`src/rtl/t03_pc_sequencer.sv`:
```
// Program counter owner and fetch/execute sequencer for the team_03 core.
// Optional stats outputs are enabled by defining T03_PC_SEQ_STATS_EN.
module t03_pc_sequencer #(
    parameter logic [31:0] RESET_PC = 32'h0000_0000,
    parameter int unsigned TIMEOUT  = 255,
    parameter int unsigned TO_W     = 8
) (
    input  logic        clk,
    input  logic        nRst,
    input  logic        en,
    input  logic        halt,
    input  logic        fetch_ack,
    input  logic        ex_done,
    input  logic        branch_taken,
    input  logic [31:0] branch_target,
    output logic        fetch_req,
    output logic [31:0] pc,
    output logic        instr_valid,
    output logic        flush,
    output logic        bus_err,
    output logic        misalign_err,
    output logic        halted
`ifdef T03_PC_SEQ_STATS_EN
    ,
    output logic [31:0] taken_cnt,
    output logic [31:0] retired_cnt,
    output logic [31:0] stall_cnt
`endif
);

    typedef enum logic [1:0] {StIdle, StFetch, StWaitEx, StHalt} state_t;

    // Value of the wait counter on the last no-ack cycle before a bus error.
    localparam logic [TO_W-1:0] ToLast = TO_W'(TIMEOUT - 1);

    state_t            state_q, state_d;
    logic [31:0]       pc_q, pc_d;
    logic [TO_W-1:0]   to_cnt_q, to_cnt_d;
    logic              bus_err_q, bus_err_d;
    logic              misalign_q, misalign_d;

    always_ff @(posedge clk) begin
        if (!nRst) begin
            state_q    <= StIdle;
            pc_q       <= RESET_PC;
            to_cnt_q   <= '0;
            bus_err_q  <= 1'b0;
            misalign_q <= 1'b0;
        end else begin
            state_q    <= state_d;
            pc_q       <= pc_d;
            to_cnt_q   <= to_cnt_d;
            bus_err_q  <= bus_err_d;
            misalign_q <= misalign_d;
        end
    end

    always_comb begin
        state_d     = state_q;
        pc_d        = pc_q;
        to_cnt_d    = to_cnt_q;
        bus_err_d   = bus_err_q;
        misalign_d  = misalign_q;
        fetch_req   = 1'b0;
        instr_valid = 1'b0;
        flush       = 1'b0;
        case (state_q)
            StIdle: begin
                if (halt) begin
                    state_d = StHalt;
                end else if (en) begin
                    state_d = StFetch;
                end
            end
            StFetch: begin
                fetch_req = 1'b1;
                if (fetch_ack) begin
                    instr_valid = 1'b1;
                    to_cnt_d    = '0;
                    state_d     = StWaitEx;
                end else begin
                    to_cnt_d = to_cnt_q + TO_W'(1);
                    if (to_cnt_q == ToLast) begin
                        bus_err_d = 1'b1;
                        state_d   = StHalt;
                    end
                end
            end
            StWaitEx: begin
                if (ex_done) begin
                    if (branch_taken && (branch_target[1:0] != 2'b00)) begin
                        // Misaligned redirect: keep the old pc so the fault is visible.
                        misalign_d = 1'b1;
                        state_d    = StHalt;
                    end else begin
                        if (branch_taken) begin
                            pc_d  = branch_target;
                            flush = 1'b1;
                        end else begin
                            pc_d = pc_q + 32'd4;
                        end
                        state_d = halt ? StHalt : StFetch;
                    end
                end
            end
            StHalt: begin
            end
            default: state_d = StIdle;
        endcase
    end

    assign pc           = pc_q;
    assign bus_err      = bus_err_q;
    assign misalign_err = misalign_q;
    assign halted       = (state_q == StHalt);

`ifdef T03_PC_SEQ_STATS_EN
    logic [31:0] taken_q, retired_q, stall_q;
    logic        ev_retire, ev_taken, ev_stall;

    assign ev_retire = (state_q == StWaitEx) && ex_done;
    assign ev_taken  = ev_retire && branch_taken;
    assign ev_stall  = (state_q == StFetch) && !fetch_ack;

    // Events only occur in FETCH/WAIT_EX, so the counters freeze in HALT.
    always_ff @(posedge clk) begin
        if (!nRst) begin
            taken_q   <= '0;
            retired_q <= '0;
            stall_q   <= '0;
        end else begin
            if (ev_taken && (taken_q != '1)) taken_q <= taken_q + 32'd1;
            if (ev_retire && (retired_q != '1)) retired_q <= retired_q + 32'd1;
            if (ev_stall && (stall_q != '1)) stall_q <= stall_q + 32'd1;
        end
    end

    assign taken_cnt   = taken_q;
    assign retired_cnt = retired_q;
    assign stall_cnt   = stall_q;
`endif

endmodule

```
`config.mk`:
```
export PLATFORM = sky130hd
export DESIGN_NAME = t03_pc_sequencer
export DESIGN_NICKNAME = d
export VERILOG_FILES = /design/src/rtl/t03_pc_sequencer.sv
export SDC_FILE = /design/constraint.sdc
export NUM_CORES = 1
export LEC_CHECK = 0
export CAP_MARGIN = 15
export CORE_ASPECT_RATIO = 1.5
export CORE_MARGIN = 2
export CORE_UTILIZATION = 49
export DETAILED_ROUTE_END_ITERATION = 16
export HOLD_SLACK_MARGIN = 0.15
export PLACE_DENSITY = 0.81
export SLEW_MARGIN = 30
export SYNTH_ARGS = -nofsm -noshare
export SYNTH_HDL_FRONTEND = slang
export SYNTH_SLANG_ARGS = --single-unit
```
`constraint.sdc`:
```
create_clock -name clk -period 2.1 [get_ports clk]
set_input_delay 0.21 -clock clk [delete_from_list [all_inputs] [get_ports clk]]
set_output_delay 0.21 -clock clk [all_outputs]
set_load 0.03 [all_outputs]
```
# Word level (Yosys, flattened, before mapping)

Cells that the tools add are included.

Word-level logic and storage cells: 41
Output and inout bits: 38
Input port bits: 39
Bits in registers: 44

Mux-type cells: 17
Bitwise gates (word level): 2
Reduce and logical (&&, ||, !) cells: 8
Add/sub/neg operators: 2
Eq/ne operators: 7

Operator list:

| kind                                                 | count |
|---|---|
| adder 32 x 3 -> 32 bit (second input constant)       | 1 |
| 2-to-1 mux 32 bit                                    | 1 |
| 2-to-1 mux 2 bit                                     | 7 |
| AND reduction 3 bit                                  | 3 |
| adder 8 x 1 -> 8 bit (second input constant)         | 1 |
| equality test 8 bit (second input constant)          | 1 |
| 2-to-1 mux 8 bit                                     | 1 |
| 2-to-1 mux 1 bit                                     | 7 |
| inequality test 3 bit (second input constant)        | 2 |
| case mux 2 bit (3 select lines)                      | 1 |
| equality test 2 bit (second input constant)          | 2 |
| AND reduction 4 bit                                  | 1 |
| nonzero test 3 bit                                   | 1 |
| equality test 2 x 1 -> 1 bit (second input constant) | 1 |
| zero test 2 bit                                      | 1 |
| inequality test 2 bit (second input constant)        | 1 |
| NOT 1 bit                                            | 2 |
| nonzero test 2 bit                                   | 1 |
| logical AND 1 bit                                    | 1 |

# Logic depth before layout (Yosys ltp)

Gate-level depths: netlist of the first run.

Depth in word-level cells: 5
Depth in mapped cells: 8
Gate-level depth less buffers: 6

# Least setup slack after synthesis of the first run

No wires, ideal clock.

Kind: reg-to-reg
Start point: register pc_q[16] (netlist: pc[16])
End point: register pc_q[29] (netlist: pc[29])
Buffers on the path: 1
Setup time: 62 ps
Setup slack: 47 ps
Required time: 2038 ps
Data arrival time: 1991 ps
Period minus slack after synthesis: 2053 ps
Stages on the path, launching flop included: 6
Cells stage by stage: dfxtp_1 -> buf_2 -> nand4_2 -> or4_1 -> or4b_1 -> nand3_1

Word-level cells in the longest chain between the ends: 2

Ends and longest elaborated chain:

| what                   | line | RTL |
|---|---|---|
| start, declared        | 37   | `logic [31:0] pc_q, pc_d;` |
| start signal, assigned | 51   | `pc_q <= pc_d;` |
| adder 32 x 3 -> 32 bit | 100  | `pc_d = pc_q + 32'd4;` |
| 2-to-1 mux 32 bit      | 96   | `if (branch_taken) begin` |

No other way between the ends.
A chain may end at the register's enable or synchronous reset.

# Final worst setup path of the first run

Start point: register state_q[1]
End point: output flush

Word-level cells in the longest chain between the ends: 2

Ends and longest elaborated chain:

| what                   | line | RTL |
|---|---|---|
| start, declared        | 36   | `state_t state_q, state_d;` |
| start signal, assigned | 44   | `state_q <= StIdle;` |
| start signal, assigned | 50   | `state_q <= state_d;` |
| equality test 2 bit    | 67   | `case (state_q)` |
| 2-to-1 mux 1 bit       | 67   |  |
| end, declared          | 19   | `output logic flush,` |

No other way between the ends.

==> flow_metrics.py, run 1 <==
metrics = {
    "clock_tree": {
        "clk_pin_slew_ns": 0.09,
        "clock_path_buffers": 2,
        "cts_inserted_buffers": 5,
        "htree_num_levels": 2,
        "cts.sinks": 44,
        "clkLatencyLatePin_ns": 0.31,
        "root_buffer": "clkbuf_8",
        "cts_tree": "built",
        "cts_hold_buf": 0,
    },
    "synth": {
        "ys_types": 53,
        "synth_area_um2": 2920,
        "async_reset_ff_share_pct": 0,
        "synth.most_common_cell": "dfxtp_1",
        "syn_inst": 387,
        "syn_nets": 434,
        "yosysSeqAreaShare_pct": 30.2,
        "ys_warn_count": 0,
        "ys_top_cells_by_count": "44 x dfxtp_1, 39 x nand2_1, 35 x nor2_1",
        "synth_edf_count": 0,
        "ys_ff_latch": 44,
        "yosysTopAreaCellShare_pct": 30.2,
        "synth_area_leader_cell": "dfxtp_1",
        "synth.avg_cell_area_um2": 7.54,
        "ys_top_cells_by_area": "dfxtp_1 30%, nand2_1 5.0%, nor2_1 4.5%",
        "synth_ff_type": "dfxtp_1",
    },
    "floorplan": {
        "core_area_um2": 5790,
        "die_h_um": 98.5,
        "die_w_um": 67.0,
        "dieArea_um2": 6600,
        "initial_core_util_pct": 50.4,
        "ios": 77,
        "rows": 34,
    },
    "detailed_routing": {
        "drc_errors": 0,
        "drtIter0Drc": 288,
        "drt-total-wl_um": 9700,
        "drt_pass1_iterations": 5,
        "wl_per_cell_um": 17.6,
        "viasPerCell": 6.46,
        "vias": 3560,
        "ant_nets": 0,
    },
    "worst_setup_path": {
        "regToRegSetupSlack_ns": 0.19,
        "r2r_cells": 4,
        "cp.arrival_ns": 1.77,
        "critPathKind": "reg2out",
        "cp_max_fo": 5,
        "cp-end-kind": "output port",
        "cp.required_ns": 1.89,
        "critPathLaunchType": "flip-flop",
    },
    "timing": {
        "tns_ns": 0,
        "rsz0062_at_grt": "false",
        "setup_viol": 0,
        "worst_pin_slew_ns": 0.476,
        "slew_headroom_pct": 68.2,
        "fmax_mhz": 506,
        "period_share_pct": 94.2,
        "final_hold_viol_count": 0,
        "finalCriticalPeriod_ns": 1.98,
        "clock_skew_ns": 0.0108,
        "hold_ws_ns": 0.389,
        "final_max_slew_viol_count": 0,
    },
    "finish": {
        "fin_nets": 525,
        "synthToLayoutAreaGrowth_pct": 38.4,
        "antenna_cells": 0,
        "drive_above_1_share_pct": 10.6,
    },
    "global_route": {
        "grt_pass1_vias": 3359,
        "antenna_found_initial": 0,
        "grt_pass1_wl_um": 15700,
        "gr-usage-all-layers_pct": 30.2,
        "grt_max_degree": 23,
        "grt-ovfl-total": 0,
    },
    "run": {
        "maxCapViolCount": 0,
    },
    "placed_design": {
        "io_buffer_count": 76,
        "dp_hpwl_um": 7230,
        "gp_congestion": 0.983,
    },
    "power_and_ir_drop": {
        "ir_drop_uv": 473,
        "p_seq_share_pct": 41.9,
        "power_density_nw_per_um2": 573,
        "p_sw_share_pct": 34.9,
        "power_switching_uw": 809,
        "power_frac_clock_pct": 24.9,
        "internal_power_uw": 1510,
        "comb_power_share_pct": 33.2,
        "leakage_uw": 0.00150,
    },
    "hold_path": {
        "worstHoldPathCells": 3,
        "holdCritPathClass": "in2reg",
    },
    "run_status": {
        "status": "completed",
    },
}
through the flow:
stage / cells / worst slack (ns) / instance area [µm²] / total power (µW) / utilization [%]
3_5_place_dp: 543 / 0.165 / 3940 / 1750 / 68.0
2_1_floorplan: 387 / 0.0465 / 2920 / 1420 / -
6_report: 551 / 0.123 / 4040 / 2310 / 69.8
5_1_grt: 551 / 0.00825 / 4040 / 2420 / 69.8
3_3_place_gp: 543 / 0.187 / 3940 / 1730 / 68.0
4_1_cts: 551 / 0.00659 / 4030 / 2310 / 69.6
per-layer routing:
layer / up-vias / global-route usage, % / routed length (µm)
li1: 1660 / - / -
met4: 0 / 17.4 / 519
met2: 194 / 52.0 / 4940
met3: 44 / 4.34 / 568
met1: 1662 / 34.5 / 3670
met5: - / 0 / 0
area by class of cell:
class	instances	area, µm²
flip-flops and latches	44	881
multi-input cells	305	1900
clock buffers	8	90.1
well taps	72	90.1
fillers	517	1750
repair buffers	112	1040
inverters	10	37.5
critical path: stages, from the launching register on:
cell and delay [ns]:
dfxtp_1 0.42, ha_1 0.25, nor4bb_2 0.40, nand2_2 0.16, inv_1 0.08, buf_4 0.15
kinds of logic after synthesis:
| family | count (synthesis) | synth area share, % |
|---|---|---|
| flops | 44 | 30.2 |
| simple gates | 179 | 32.6 |
| xor+xnor | 4 | 1.20 |
| fa+ha+maj | 8 | 3.43 |
| buf+inv | 38 | 4.98 |
| mux | 5 | 1.72 |
| compound gates | 109 | 25.9 |
flip-flops by register name, summed over array words and instances, names as in the netlist:
name / count
misalign_err: 1
state_q: 2
bus_err: 1
pc: 32
to_cnt_q: 8
cell usage in the layout, fill, tap and decap left out, types with 3 or more instances in the layout:
cell type         n
clkdlybuf4s50_1  73
dfxtp_1          44
nand2_1          38
buf_4            36
nor2_1           35
o21ai_0          23
nand4_1          20
nand3_1          17
a21oi_1          17
nor3_1           16
and3_1           12
a31oi_1          11
inv_1             9
o211ai_1          8
ha_1              8
nor4_1            7
o31ai_1           6
clkbuf_8          6
and2_1            5
or4_1             5
mux2i_1           5
a211o_1           5
a32o_1            4
and4_1            4
nand2b_1          4
o221ai_1          4
or3_1             4
o21a_1            3
a22o_1            3
a41oi_1           3
nor2b_1           3
xor2_1            3
or4b_1            3
a32oi_1           3
path summary, 6_finish.rpt:
| check | to | from |
|---|---|---|
| worst max-delay path | flush | state_q[1] |
| worst min-delay path | pc[0] | branch_taken |
| worst max register to register | pc[29] | pc[15] |
| worst min register to register | pc[0] | pc[0] |
power groups by stage:
stage,clock network [µW],logic (µW),registers [µW]
2_1_floorplan,0,378,1040
3_3_place_gp,0,751,982
3_5_place_dp,0,763,987
4_1_cts,573,766,968
5_1_grt,606,838,981
6_report,576,769,969
timing repair:
item                       CTS  global route
gates resized for setup      0             3
buffers inserted             0             0
setup endpoints to repair    0             2
No activity file was read; power rests on OpenSTA's default activity.
==> run 2, diff against run 1 <==
--- a/config.mk
+++ b/config.mk
@@ -6,12 +6,14 @@
 export NUM_CORES = 1
 export LEC_CHECK = 0
 export CAP_MARGIN = 15
+export CELL_PAD_IN_SITES_DETAIL_PLACEMENT = 1
+export CELL_PAD_IN_SITES_GLOBAL_PLACEMENT = 1
 export CORE_ASPECT_RATIO = 1.5
 export CORE_MARGIN = 2
-export CORE_UTILIZATION = 49
+export CORE_UTILIZATION = 35
 export DETAILED_ROUTE_END_ITERATION = 16
 export HOLD_SLACK_MARGIN = 0.15
-export PLACE_DENSITY = 0.81
+export PLACE_DENSITY_LB_ADDON = 0.1
 export SLEW_MARGIN = 30
 export SYNTH_ARGS = -nofsm -noshare
 export SYNTH_HDL_FRONTEND = slang
==> run 2 against run 1 <==
Effect of this change:
- sequential cell count unchanged
- sequential power is 0.4% higher
- sequential share of layout area decreased by 0.52 points
- clock power increased by 43%
- critical path depth is 1 higher
- via count decreased by 0.62%
- register-to-register slack lost 0.04 ns
- setup slack improved by 0.011 ns
- cell area rose by 2.4%
- non-clock buffer count is 3 lower
- power rose by 12%
- critical endpoint unchanged
- fmax is 0.55% higher
==> flow_metrics.py, run 2 (synthesis gave the netlist of run 1 again) <==
metrics = {
    "global_route": {
        "grt_pass1_vias": 3707,
        "grt-ovfl-total": 0,
        "grt_pass1_wl_um": 18400,
        "gr-usage-all-layers_pct": 25.9,
        "grt_max_degree": 33,
        "antenna_found_initial": 0,
    },
    "placed_design": {
        "io_buffer_count": 76,
        "gp_congestion": 0.861,
        "dp_hpwl_um": 8530,
        "pre_cts_ws_ns": 0.121,
        "placed_area_um2": 3970,
    },
    "power_and_ir_drop": {
        "ir_drop_uv": 473,
        "power_density_nw_per_um2": 627,
        "power_switching_uw": 909,
        "comb_power_share_pct": 30.7,
        "p_sw_share_pct": 35.1,
        "internal_power_uw": 1680,
        "p_seq_share_pct": 37.5,
        "power_frac_clock_pct": 31.8,
        "fin_total_pwr_uw": 2590,
        "leakage_uw": 0.00151,
    },
    "worst_setup_path": {
        "cp-end-kind": "output port",
        "cp_max_fo": 5,
        "cp.required_ns": 1.89,
        "cp.arrival_ns": 1.76,
        "critPathLaunchType": "flip-flop",
        "cpMostUsedCell": "inv_1",
        "critPathKind": "reg2out",
        "slowest_delay_ns": 0.38,
        "critPathSlowestCell": "nor4bb_4",
        "worstPathCellList": "inv_1 > ha_1 > nor4bb_4 > nand2_2 > inv_1 > buf_4",
    },
    "clock_tree": {
        "cts_resized": 1,
        "htree_num_levels": 2,
        "clock_path_buffers": 2,
        "cts_setup_buffers": 0,
        "clk_pin_slew_ns": 0.07,
        "cts_hold_buf": 0,
        "clkLatencyLatePin_ns": 0.30,
        "cts.sinks": 44,
        "cts_inserted_buffers": 5,
        "cts_tree": "built",
        "root_buffer": "clkbuf_16",
    },
    "timing": {
        "hold_ws_ns": 0.413,
        "worst_pin_slew_ns": 0.824,
        "fmax_mhz": 509,
        "tns_ns": 0,
        "setup_slack_ns": 0.134,
        "clock_skew_ns": 0.00778,
        "period_share_pct": 93.6,
        "final_hold_viol_count": 0,
        "slew_headroom_pct": 44.9,
        "rsz0062_at_grt": "false",
        "finalCriticalPeriod_ns": 1.97,
        "final_max_slew_viol_count": 0,
        "setup_viol": 0,
    },
    "detailed_routing": {
        "ant_nets": 0,
        "viasPerCell": 6.09,
        "drtIter0Drc": 205,
        "wl_per_cell_um": 19.9,
        "vias": 3538,
        "drc_errors": 0,
        "drt_pass1_iterations": 4,
        "drt-total-wl_um": 11500,
    },
    "finish": {
        "final_common_cell": "clkdlybuf4s50_1",
        "fin_nets": 522,
        "final_cell_mix": "73 x clkdlybuf4s50_1, 44 x dfxtp_1, 38 x nand2_1",
        "antenna_cells": 0,
        "drive_above_1_share_pct": 10.5,
        "synthToLayoutAreaGrowth_pct": 41.8,
        "largest_register_ffs": 32,
        "postLayoutCellArea_um2": 4140,
    },
    "floorplan": {
        "core_area_um2": 8060,
        "die_w_um": 78.5,
        "die_h_um": 116,
        "initial_core_util_pct": 36.2,
        "dieArea_um2": 9090,
        "ios": 77,
        "rows": 40,
    },
    "run_status": {
        "status": "completed",
    },
    "hold_path": {
        "holdCritPathClass": "in2reg",
    },
    "run": {
        "maxCapViolCount": 0,
    },
}
[run 2: path summary, 6_finish.rpt]
| path | startpoint | to | slack [ns] | depth (start not counted) |
|---|---|---|---|---|
| setup / recovery | state_q[0] | flush | 0.13 | 6 |
| hold / removal | branch_taken | pc[1] | 0.41 | 3 |
| setup reg to reg | pc[5] | pc[31] | 0.15 | 4 |
| hold reg to reg | bus_err | bus_err | 0.48 | 2 |
[run 2: routing by layer]
layer	share of wire [%]	wire (µm)	vias up	global-route usage [%]
li1	-	-	1661	-
met1	38	4370	1757	26.9
met2	56	6400	98	50.0
met3	4.0	458	22	3.97
met4	2.6	303	0	12.7
met5	0	0	-	0
[run 2: power groups by stage]
stage | combinational (µW) | sequential (µW) | clock [µW]
2_1_floorplan | 378 | 1040 | 0
3_3_place_gp | 772 | 988 | 0
5_1_grt | 872 | 985 | 871
6_report | 796 | 973 | 824
4_1_cts | 797 | 973 | 836
3_5_place_dp | 791 | 992 | 0
[run 2: per-stage QoR]
stage | std cells | utilization (%)
floorplan | 387 | -
global placement | 573 | 49.2
detailed placement | 573 | 49.2
CTS | 581 | 51.1
global route | 581 | 51.3
finish | 581 | 51.3
[run 2: cell type report]
class	instances	area (µm²)
Sequential cell	44	881
Tap cell	105	131
Inverter	10	37.5
Fill cell	1000	3920
Clock inverter	3	23.8
Timing Repair Buffer	109	1030
Multi-Input combinational cell	305	1910
Clock buffer	5	125
[run 2: worst max-delay path, delay by kind of cell (launching register included)]
family	cells	cell delay (ns)
and+or+nand+nor	2	0.53
DFF	1	0.34
buffers and inverters	3	0.34
adders and majority gates	1	0.25
